### src/rtl/visuaudio_pkg.sv
// Shared visualiser types: band count, level width and meter state encoding.
// Imported by the band level meter and by beat detection.
package visuaudio_pkg;

    localparam int NUM_BANDS = 3;
    localparam int LEVEL_W   = 4;
    localparam int ACC_W     = 22;
    localparam int LEVEL_MAX = (1 << LEVEL_W) - 1;

    typedef logic [LEVEL_W-1:0] level_t;
    typedef level_t [NUM_BANDS-1:0] band_levels_t;

    typedef enum logic [1:0] {
        ST_ACCUM,
        ST_ENC0,
        ST_ENC1,
        ST_ENC2
    } meter_state_t;

endpackage

### src/rtl/band_level_encode.sv
// Log2-style level encoder: msb position of a band sum, offset and clamped.
// Purely combinational; shared across the three bands by the meter.
module band_level_encode
    import visuaudio_pkg::*;
#(
    parameter int LOG_OFFSET = 6
) (
    input  logic [ACC_W-1:0] acc,
    output level_t           level
);

    logic [4:0] msb;
    int         raw;

    always_comb begin
        msb = '0;
        for (int i = 0; i < ACC_W; i++) begin
            if (acc[i]) msb = 5'(i);
        end
        raw = int'(msb) + 1 - LOG_OFFSET;
        if (acc == '0 || raw < 0) begin
            level = '0;
        end else if (raw > LEVEL_MAX) begin
            level = level_t'(LEVEL_MAX);
        end else begin
            level = level_t'(raw);
        end
    end

endmodule

### src/rtl/band_level_meter.sv
// Per-frame three-band level meter: sums bin magnitudes per band, then
// encodes each band in turn and publishes all levels together.
module band_level_meter
    import visuaudio_pkg::*;
#(
    parameter int NUM_BINS   = 64,
    parameter int B0_END     = 3,
    parameter int B1_END     = 15,
    parameter int LOG_OFFSET = 6,
    parameter int DECAY_EN   = 1
) (
    input  logic         i_clk,
    input  logic         i_rst,
    input  logic         i_bin_valid,
    output logic         o_bin_ready,
    input  logic [15:0]  i_bin_mag,
    input  logic         i_bin_last,
    output band_levels_t o_level,
    output logic         o_frame_valid,
    output logic         o_overrun
);

    localparam int IDX_W = $clog2(NUM_BINS) + 1;
    localparam logic [IDX_W-1:0] B0_E = IDX_W'(B0_END);
    localparam logic [IDX_W-1:0] B1_E = IDX_W'(B1_END);
    localparam logic [IDX_W-1:0] N_B  = IDX_W'(NUM_BINS);

    meter_state_t state;
    meter_state_t state_nxt;

    logic [IDX_W-1:0]                bin_idx;
    logic [NUM_BANDS-1:0][ACC_W-1:0] acc;
    band_levels_t                    lvl;
    band_levels_t                    held;
    logic                            commit;
    logic                            frame_valid;

    logic             xfer;
    logic             band_hit;
    logic [1:0]       band_sel;
    logic             enc_act;
    logic [1:0]       enc_sel;
    logic [ACC_W-1:0] enc_in;
    level_t           enc_out;

    function automatic logic [ACC_W-1:0] sat_add(
        input logic [ACC_W-1:0] a,
        input logic [15:0]      m
    );
        logic [ACC_W:0] s;
        s = {1'b0, a} + (ACC_W+1)'(m);
        return s[ACC_W] ? {ACC_W{1'b1}} : s[ACC_W-1:0];
    endfunction

    assign o_bin_ready   = (state == ST_ACCUM);
    assign xfer          = i_bin_valid & o_bin_ready;
    assign o_overrun     = i_bin_valid & ~o_bin_ready;
    assign o_level       = held;
    assign o_frame_valid = frame_valid;

    always_comb begin
        band_hit = (bin_idx < N_B);
        band_sel = 2'd2;
        if (bin_idx <= B0_E) begin
            band_sel = 2'd0;
        end else if (bin_idx <= B1_E) begin
            band_sel = 2'd1;
        end
    end

    always_ff @(posedge i_clk or posedge i_rst) begin
        if (i_rst) state <= ST_ACCUM;
        else       state <= state_nxt;
    end

    always_comb begin
        state_nxt = state;
        enc_act   = 1'b0;
        enc_sel   = 2'd0;
        enc_in    = '0;
        unique case (state)
            ST_ACCUM: begin
                if (xfer && i_bin_last) state_nxt = ST_ENC0;
            end
            ST_ENC0: begin
                enc_act   = 1'b1;
                enc_sel   = 2'd0;
                enc_in    = acc[0];
                state_nxt = ST_ENC1;
            end
            ST_ENC1: begin
                enc_act   = 1'b1;
                enc_sel   = 2'd1;
                enc_in    = acc[1];
                state_nxt = ST_ENC2;
            end
            ST_ENC2: begin
                enc_act   = 1'b1;
                enc_sel   = 2'd2;
                enc_in    = acc[2];
                state_nxt = ST_ACCUM;
            end
            default: state_nxt = ST_ACCUM;
        endcase
    end

    band_level_encode #(
        .LOG_OFFSET(LOG_OFFSET)
    ) u_enc (
        .acc  (enc_in),
        .level(enc_out)
    );

    // Sums and index are wiped as the FSM leaves ENC2 so the next frame starts empty.
    always_ff @(posedge i_clk or posedge i_rst) begin
        if (i_rst) begin
            bin_idx <= '0;
            acc     <= '0;
        end else if (state == ST_ENC2) begin
            bin_idx <= '0;
            acc     <= '0;
        end else if (xfer) begin
            if (bin_idx != N_B) bin_idx <= bin_idx + 1'b1;
            for (int b = 0; b < NUM_BANDS; b++) begin
                if (band_hit && band_sel == 2'(b)) begin
                    acc[b] <= sat_add(acc[b], i_bin_mag);
                end
            end
        end
    end

    // Levels are staged per band, then committed together one edge after ENC2.
    always_ff @(posedge i_clk or posedge i_rst) begin
        if (i_rst) begin
            lvl         <= '0;
            held        <= '0;
            commit      <= 1'b0;
            frame_valid <= 1'b0;
        end else begin
            commit      <= (state == ST_ENC2);
            frame_valid <= commit;
            for (int b = 0; b < NUM_BANDS; b++) begin
                if (enc_act && enc_sel == 2'(b)) lvl[b] <= enc_out;
            end
            if (commit) begin
                for (int b = 0; b < NUM_BANDS; b++) begin
                    if (DECAY_EN == 0 || lvl[b] >= held[b]) begin
                        held[b] <= lvl[b];
                    end else begin
                        held[b] <= held[b] - 1'b1;
                    end
                end
            end
        end
    end

endmodule

### config.mk
export PLATFORM = sky130hd
export DESIGN_NAME = band_level_meter
export DESIGN_NICKNAME = d
export VERILOG_FILES = /design/src/rtl/visuaudio_pkg.sv /design/src/rtl/band_level_encode.sv /design/src/rtl/band_level_meter.sv
export SDC_FILE = /design/constraint.sdc
export NUM_CORES = 1
export LEC_CHECK = 0
export CAP_MARGIN = 20
export CORE_MARGIN = 4
export CORE_UTILIZATION = 41
export CTS_CLUSTER_DIAMETER = 50
export DETAILED_ROUTE_END_ITERATION = 10
export GPL_TIMING_DRIVEN = 1
export SYNTH_ARGS = -nofsm -noshare
export SYNTH_HDL_FRONTEND = slang
export SYNTH_SLANG_ARGS = --single-unit
### constraint.sdc
create_clock -name i_clk -period 7.8 [get_ports i_clk]
set_clock_uncertainty 0.15 [all_clocks]
set_input_delay 1.56 -clock i_clk [delete_from_list [all_inputs] [get_ports i_clk]]
set_output_delay 1.56 -clock i_clk [all_outputs]
set_load 0.01 [all_outputs]
# After elaboration in Yosys (flattened, before gate mapping)
# Index checks and enable logic that the tools add are counted.
# totals
ff_bits,101
inputBits,20
out_inout_bits,15
# classes
n_addsub,9
order_cmp,8
n_eq_ne,9
n_mux,44
bitwise_logic,3
n_reduce_logical,22
# ops
cell,count
$mux W22,6
$mux W66,2
$add A22 B16 Y23,3
$pmux W22 S3,1
$mux W4,13
$gt A32 B5 Y1 const B,1
$lt A32 B1 Y1 const B,1
$sub A32 B4 Y32 const B,1
$mux W5,6
$logic_not A22 Y1,1
$mux W7,3
$ge A4 B4 Y1,3
$mux W3,4
$sub A4 B1 Y4 const B,3
$mux W2,5
$reduce_bool A2 Y1,5
$eq A2 B2 Y1 const B,4
$pmux W2 S4,1
$reduce_and A2 Y1,4
$add A7 B1 Y7 const B,1
$le A7 B2 Y1 const B,1
$le A7 B4 Y1 const B,1
$logic_and A1 B1 Y1,7
$lt A7 B7 Y1 const B,1
other kinds (11),17

# Logic depth before layout (Yosys ltp)
# Gate-level depths: netlist (run 1).
# logic_depth
word_depth,28
mapped_depth,21

# Hierarchy
# A second synthesis (run 1) with hierarchy kept.
# unflattened
hier_cells,927
hier_area_um2,7898.8
# modules_own_cells
mod,n_inst,cells_each,area_each_um2
band_level_meter,1,869,7521.0
band_level_encode,1,58,377.9

# Least setup slack after synthesis (run 1)
# Ideal clock, no wire load.
# synth_timing
path_type,input-to-reg
startpoint,in i_bin_mag[0]
endpoint,reg acc[10] in the netlist's numbering
setup_time_ps,99
arrival_time_ps,4266
required_ps,7551
setup_slack_ps,3285
path_stages,12
n_path_buf,1
cell_sequence,ha_1 inv_1 fa_1 nor2b_1 o21a_1 o21ai_0 a2111oi_0 nor3_1 nor3b_1 nor2_1 buf_2 a311oi_1
# synth_between
elab_chain_len,5
# synth_rtl
item,line_no,rtl
start: declaration,band_level_meter.sv:16,"input logic [15:0] i_bin_mag,"
$add A22 B16 Y23,band_level_meter.sv:51,"s = {1'b0, a} + (ACC_W+1)'(m);"
$mux W22,band_level_meter.sv:52,return s[ACC_W] ? {ACC_W{1'b1}} : s[ACC_W-1:0];
$mux W22,band_level_meter.sv:125,if (band_hit && band_sel == 2'(b)) begin
$mux W66,band_level_meter.sv:122,end else if (xfer) begin
$mux W66,band_level_meter.sv:119,end else if (state == ST_ENC2) begin
end signal: indexed assignment,band_level_meter.sv:126,"acc[b] <= sat_add(acc[b], i_bin_mag);"
end: declaration,band_level_meter.sv:32,logic [NUM_BANDS-1:0][ACC_W-1:0] acc;
# Every way passes these cells. The select of a mux whose other input is x is not followed.
# A chain may end at the register's enable or synchronous reset.

# Worst setup path after layout (run 1)
# layout_timing
startpoint,reg state[0]
endpoint,reg lvl[1] in the netlist's numbering
# layout_between
elab_chain_len,28
# layout_rtl
item,line_no,rtl
start: declaration,band_level_meter.sv:28,meter_state_t state;
start signal: assignment,band_level_meter.sv:73,else state <= state_nxt;
$eq A2 B2 Y1 or $eq A2 B1 Y1 (tied branches),band_level_meter.sv:81,unique case (state)
$pmux W22 S3,band_level_meter.sv:81,
$mux W1,band_level_encode.sv:18,if (acc[i]) msb = 5'(i);
$mux W2 (2 in a row),band_level_encode.sv:18,
$mux W3 (4 in a row),band_level_encode.sv:18,
$mux W4 (8 in a row),band_level_encode.sv:18,
$mux W5 (6 in a row),band_level_encode.sv:18,
$add A5 B1 Y6,band_level_encode.sv:20,raw = int'(msb) + 1 - LOG_OFFSET;
$sub A32 B4 Y32,band_level_encode.sv:20,
$gt A32 B5 Y1 or $lt A32 B1 Y1 (tied branches),"band_level_encode.sv:23, band_level_encode.sv:21",
$mux W4 or $logic_or A1 B1 Y1 (tied branches),"band_level_encode.sv:23, band_level_encode.sv:21",
$mux W4,band_level_encode.sv:21,if (acc == '0 || raw < 0) begin
end signal: indexed assignment,band_level_meter.sv:143,if (enc_act && enc_sel == 2'(b)) lvl[b] <= enc_out;
end: declaration,band_level_meter.sv:33,band_levels_t lvl;
# Several ways; a longest one is shown, not always the timed one.

==> results of run 1 <==
where the power goes:
part	leakage [nW]	internal [mW]	switching (mW)	total, mW
combinational	2.52	0.925	1.30	2.23
clock	0.149	0.260	0.217	0.478
sequential	1.32	0.690	0.190	0.880
stage by stage:
stage                     hold WS [ns]  setup WS, ns
final                            0.395          2.68
after global routing             0.428          2.25
after CTS                        0.389          2.65
after detailed placement         0.371          2.29
after global placement           0.361          2.42
after floorplan                  0.298          3.28
final timing paths:
path | startpoint | to | slack, ns | cells after the start
worst min register to register | lvl[2] | lvl[2] | 0.40 | 2
worst min-delay path | lvl[2] | lvl[2] | 0.40 | 2
worst max register to register | state[0] | lvl[1] | 2.68 | 17
min in group asynchronous | i_rst | acc[47] | 1.42 | 2
worst max-delay path | state[0] | lvl[1] | 2.68 | 17
max in group asynchronous | i_rst | acc[41] | 4.83 | 3
sequential cells by signal, indices dropped and copies added, names as in the netlist:
| signal | flops |
|---|---|
| o_level | 12 |
| lvl | 12 |
| o_frame_valid | 1 |
| acc | 66 |
| bin_idx | 7 |
| commit | 1 |
| state | 2 |
logic make-up (layout without fill, tap and decap cells):
family | after synthesis | count (layout) | synth area share
fa+ha+maj | 79 | 79 | 0.128
simple gates | 255 | 255 | 0.160
other cells | 1 | 1 | 0.000476
buf+inv | 92 | 116 | 0.0492
flops | 101 | 101 | 0.321
compound gates | 336 | 336 | 0.286
xor+xnor | 46 | 46 | 0.0511
mux | 3 | 3 | 0.00381
cells in the final DEF, fill, tap and decap left out, drive strengths merged, types with 6 or more instances in the layout:
cell,instances
a21oi,104
dfrtp,101
nor2,76
ha,76
o21ai,68
inv,59
nand2,47
clkdlybuf4s50,34
nor3,25
xnor2,24
xor2,22
a222oi,22
a21o,21
nand3,21
nand2b,20
a311oi,20
a31oi,15
a211oi,15
o21a,12
and3,12
clkbuf,10
buf,9
nor2b,8
o31ai,8
nor3b,8
or2,7
or3,6
a221oi,6
nand4,6
a41oi,6
per-layer routing:
metal / track usage / part of all wire
met1: 0.289 / 0.50
met2: 0.286 / 0.43
met3: 0.0304 / 0.054
met4: 0.0437 / 0.011
met5: 0 / 0
synth_stat cells, types with 8 or more instances:
master	n
o21a_1	12
nand3_1	21
xnor2_1	24
clkbuf_1	28
a21oi_1	102
o21ai_0	68
a21o_1	21
nor3b_1	8
dfrtp_1	101
o31ai_1	8
nand2_1	47
xor2_1	22
a31oi_1	14
nor2_1	76
nor2b_1	8
a222oi_1	22
and3_1	11
nand2b_1	20
ha_1	76
a311oi_1	20
a211oi_1	14
nor3_1	25
inv_1	56
critical path: stages, from the launching register on:
cell	delay, ns
dfrtp_1	0.43
inv_1	0.15
ha_1	0.81
a222oi_1	0.24
nor2b_1	0.21
o21ai_0	0.34
a21oi_2	0.14
o41ai_4	0.67
inv_4	0.10
ha_1	0.28
xnor2_1	0.14
ha_1	0.22
nor2_1	0.20
and3_1	0.19
ha_1	0.22
nand2b_1	0.16
a21oi_4	0.09
a311oi_1	0.28
area by class of cell:
class	count	area (sq um)
well taps	260	325
inverters	57	219
clock inverters	6	68.8
clock buffers	10	239
fillers	1807	10000
repair buffers	43	428
multi-input cells	720	4980
flip-flops and latches	101	2530
==> flow_summary.json, run 1 <==
{
  "worstPathRequired_ns": 7.91,
  "drive_gt1_frac": 0.0480,
  "yosysTopAreaCell": "dfrtp_1",
  "std_cell_rows": 50,
  "start_util": 0.419,
  "vias_per_cell": 5.81,
  "syn-instance-count": 913,
  "grt_pass1_vias": 6388,
  "worstPathArrival_ns": 5.23,
  "yosysTopAreaCellShare": 0.321,
  "cts_setup_buffers": 0,
  "htreeDepth": 3,
  "hold_class": "flip-flop to flip-flop",
  "fin_cells": 1197,
  "syn_avg_cell_area_sq_um": 8.63,
  "crit_fanout": 25,
  "tritoncts": "yes",
  "core_region_area_sq_um": 18800,
  "final-setup-viol-count": 0,
  "drt_first_iter_violations": 494,
  "gp_congestion": 0.892,
  "syn_area_sq_um": 7880,
  "wl_per_cell_um": 16.9,
  "firstDrtPassIters": 5,
  "fp.dieW_um": 147,
  "hpwl_mm": 14.9,
  "clock_path_buffers": 2,
  "clkTransAtPathRegs_ns": 0.08,
  "grt_max_degree": 68,
  "ioPinCount": 35,
  "cts_hold_buffers": 0,
  "grt_use_total": 0.191,
  "clk_latency_ns": 0.36,
  "fin_nets": 1031,
  "powerDensity_nw_per_um2": 408,
  "syn2layout_area_growth_pct": 11.4,
  "relSlewSlack": 0.294,
  "cap_viol_max_count": 0,
  "cts.sinks": 101,
  "die_h_um": 147,
  "report.final.slew_viol_count": 0,
  "synthArstFlopShare": 1.00,
  "power_mw": 3.59,
  "drc_errors": 0,
  "cts-root-buf": "clkbuf_16",
  "rsz0062_at_grt": "false",
  "synth-edff-count": 0,
  "grt_antenna_before_repair": 0,
  "portBuffers": 34,
  "gr-total-overflow": 0,
  "num_antenna_cells": 0,
  "wirelength_mm": 20.3,
  "seq_area_frac_synth": 0.321,
  "end_kind": "flip-flop",
  "post-route-period-util": 0.657,
  "placed_area_sq_um": 8440,
  "hold_violations": 0,
  "outcome": "finished, final reports clean",
  "start_kind": "flip-flop",
  "post-route-util": 0.467,
  "dp_cells": 1179,
  "fin_area_sq_um": 8780,
  "ys_types": 70,
  "ant_nets": 0,
  "tightest_slew_ns": 1.06,
  "vias": 6950,
  "leakage_nw": 3.99,
  "timing.final.crit_period_ns": 5.12,
  "ctsResizeCount": 0,
  "crit_type": "flip-flop to flip-flop",
  "cts_buffers": 9,
  "setup_tns_ns": 0,
  "fmax_ghz": 0.195,
  "synthTopCellsByArea": "dfrtp_1 32%, ha_1 12%, a21oi_1 6.5%",
  "synth-seq-cells": 101,
  "dieArea_sq_um": 21500,
  "grt_pass1_wl_mm": 33.8,
  "yosys_warnings": 0,
  "synth_top_flop_cell": "dfrtp_1",
  "ir_drop_v": 0.000233,
  "postSynthNetCount": 1012
}
Power figures use the tool's default switching activity.
==> inputs of run 2 (changes only) <==
==> constraint.sdc (replaced) <==
create_clock -name i_clk -period 4.97 [get_ports i_clk]
set_clock_uncertainty 0.15 [all_clocks]
set_input_delay 0.994 -clock i_clk [delete_from_list [all_inputs] [get_ports i_clk]]
set_output_delay 0.994 -clock i_clk [all_outputs]
set_load 0.01 [all_outputs]
==> run 2 against run 1 <==
Cell area grew 1.6%. Count of clock-buffer cells in the layout grew 1. Worst hold slack lost 0.019 ns. Maximum frequency grew 14%. Die area is the same. Final cell count grew 1.5%. Global-route usage grew 0.45 points. Sequential share of layout area shrank 0.46 points. Combinational power grew 61%. Routed wire length grew 2.2%. Clock power grew 51%. Largest power group unchanged.
==> flow_summary.json, run 2 (synthesis results as in run 1) <==
{
  "tritoncts": "yes",
  "setup_ws_ns": 0.483,
  "dieArea_sq_um": 21500,
  "slowest_delay_ns": 0.43,
  "worstPathRequired_ns": 5.07,
  "std_cell_rows": 50,
  "ioPinCount": 35,
  "grt_max_degree": 61,
  "syn2layout_area_growth_pct": 13.3,
  "start_util": 0.419,
  "fmax_ghz": 0.223,
  "crit_fanout": 19,
  "timing.final.crit_period_ns": 4.49,
  "final_common_cell": "a21oi_1",
  "clock_path_buffers": 2,
  "path_buf_inv": 3,
  "clk_latency_ns": 0.36,
  "fin_nets": 1050,
  "largest_reg_flops": 66,
  "grt_pass1_wl_mm": 34.3,
  "wl_per_cell_um": 17.0,
  "fill_cells": 1824,
  "min_to": "lvl[2]",
  "cpLargestDelayFamily": "compound AO/OA/AOI/OAI gates",
  "leakage_nw": 4.08,
  "report.final.slew_viol_count": 0,
  "grt_antenna_before_repair": 0,
  "critPathSlowestCell": "dfrtp_1",
  "hold_start": "lvl[2]",
  "r2r-end": "lvl[6]",
  "tightest_slew_ns": 0.738,
  "rsz0062_at_grt": "false",
  "cp_cell_sequence": "inv_1, ha_2, a222oi_1, buf_4, nand2_1, a31oi_1, a21oi_1, nor3_1, nor2_1, or2_2, inv_1, ha_1, nand2b_1, a41oi_1, nor2_1, and3_1, a32oi_1, nand2_1, o31ai_1",
  "cts.sinks": 101,
  "cts_buffers": 9,
  "end_kind": "flip-flop",
  "core_region_area_sq_um": 18800,
  "reg2regPathDepth": 19,
  "cap_viol_max_count": 0,
  "post-route-util": 0.474,
  "worstPathArrival_ns": 4.59,
  "largest_register": "acc",
  "crit_type": "flip-flop to flip-flop",
  "post-route-period-util": 0.903,
  "gr-total-overflow": 0,
  "relSlewSlack": 0.508,
  "mostFrequentLayoutCells": "102 x a21oi_1, 101 x dfrtp_1, 75 x nor2_1",
  "grt_use_total": 0.196,
  "drive_gt1_frac": 0.0670,
  "powerDensity_nw_per_um2": 636,
  "start_kind": "flip-flop",
  "grt_pass1_vias": 6493,
  "dp_slack_ns": 0.259,
  "drc_errors": 0,
  "gp_congestion": 0.848,
  "cts-root-buf": "clkbuf_16",
  "fin_cells": 1215,
  "cts_hold_buffers": 0,
  "wirelength_mm": 20.7,
  "hpwl_mm": 15.6,
  "htreeDepth": 3,
  "final-setup-viol-count": 0,
  "r2r_start": "state[0]",
  "ir_drop_v": 0.000275,
  "clkTransAtPathRegs_ns": 0.07,
  "hold-path-cell-count": 2,
  "r2r_slack_ns": 0.48,
  "drt_first_iter_violations": 598,
  "hold_class": "flip-flop to flip-flop",
  "setup_tns_ns": 0,
  "die_h_um": 147,
  "hold_violations": 0,
  "num_antenna_cells": 0,
  "outcome": "finished, final reports clean",
  "vias_per_cell": 5.78,
  "fp.dieW_um": 147,
  "firstDrtPassIters": 5,
  "dp_cells": 1189,
  "vias": 7022,
  "ant_nets": 0,
  "portBuffers": 34
}
[run 2: through the flow]
stage          power, mW  hold WS, ns  area, sq um
2_1_floorplan       4.02        0.298         7880
3_3_place_gp        4.87        0.368         8530
3_5_place_dp        4.89        0.359         8530
4_1_cts             5.63        0.377         8820
5_1_grt             6.24        0.411         8930
6_report            5.68        0.376         8930
[run 2: worst max-delay path by stage]
| stage | start | end | slack [ns] | cells after the start |
|---|---|---|---|---|
| finish | state[0] | lvl[6] | 0.48 | 19 |
| global route | state[1] | lvl[6] | 0.07 | 20 |
| CTS | state[0] | lvl[9] | 0.22 | 16 |
| detailed placement | state[0] | lvl[9] | 0.26 | 18 |
| global placement | state[1] | lvl[6] | 0.30 | 18 |
| floorplan | state[0] | lvl[10] | 0.80 | 19 |
[run 2: final cells by class]
type,count,area [sq um],area share
clock buffer,11,243,0.0272
clock inverter,4,48.8,0.00547
inverter,57,219,0.0245
multi-input combinational,720,4980,0.558
sequential,101,2530,0.283
tap,260,325,0.0364
timing repair buffer,62,583,0.0653
[run 2: power by group]
group          switching, mW  internal, mW
Sequential             0.290          1.08
Clock                  0.320         0.401
Combinational           2.06          1.53
[run 2: repair_timing]
item,4_1_cts,5_1_grt
gates resized for setup,0,2
endpoints found under the hold margin,0,0
setup buffers,0,9
setup endpoints to repair,0,12
[run 2: worst register-to-register path, stage by stage, from the launching register on]
cell and delay (ns):
dfrtp_1 0.43, inv_1 0.12, ha_2 0.33, a222oi_1 0.37
buf_4 0.19, nand2_1 0.05, a31oi_1 0.17, a21oi_1 0.16
nor3_1 0.16, nor2_1 0.06, or2_2 0.28, inv_1 0.06
ha_1 0.22, nand2b_1 0.08, a41oi_1 0.37, nor2_1 0.12
and3_1 0.21, a32oi_1 0.36, nand2_1 0.19, o31ai_1 0.29
[run 2: per-layer routing]
layer  routed length, um  part of all wire  track usage
met4                 237             0.011       0.0522
met3                 921             0.044       0.0227
met2                8880              0.43        0.289
met5                   0                 0            0
met1               10700              0.52        0.302
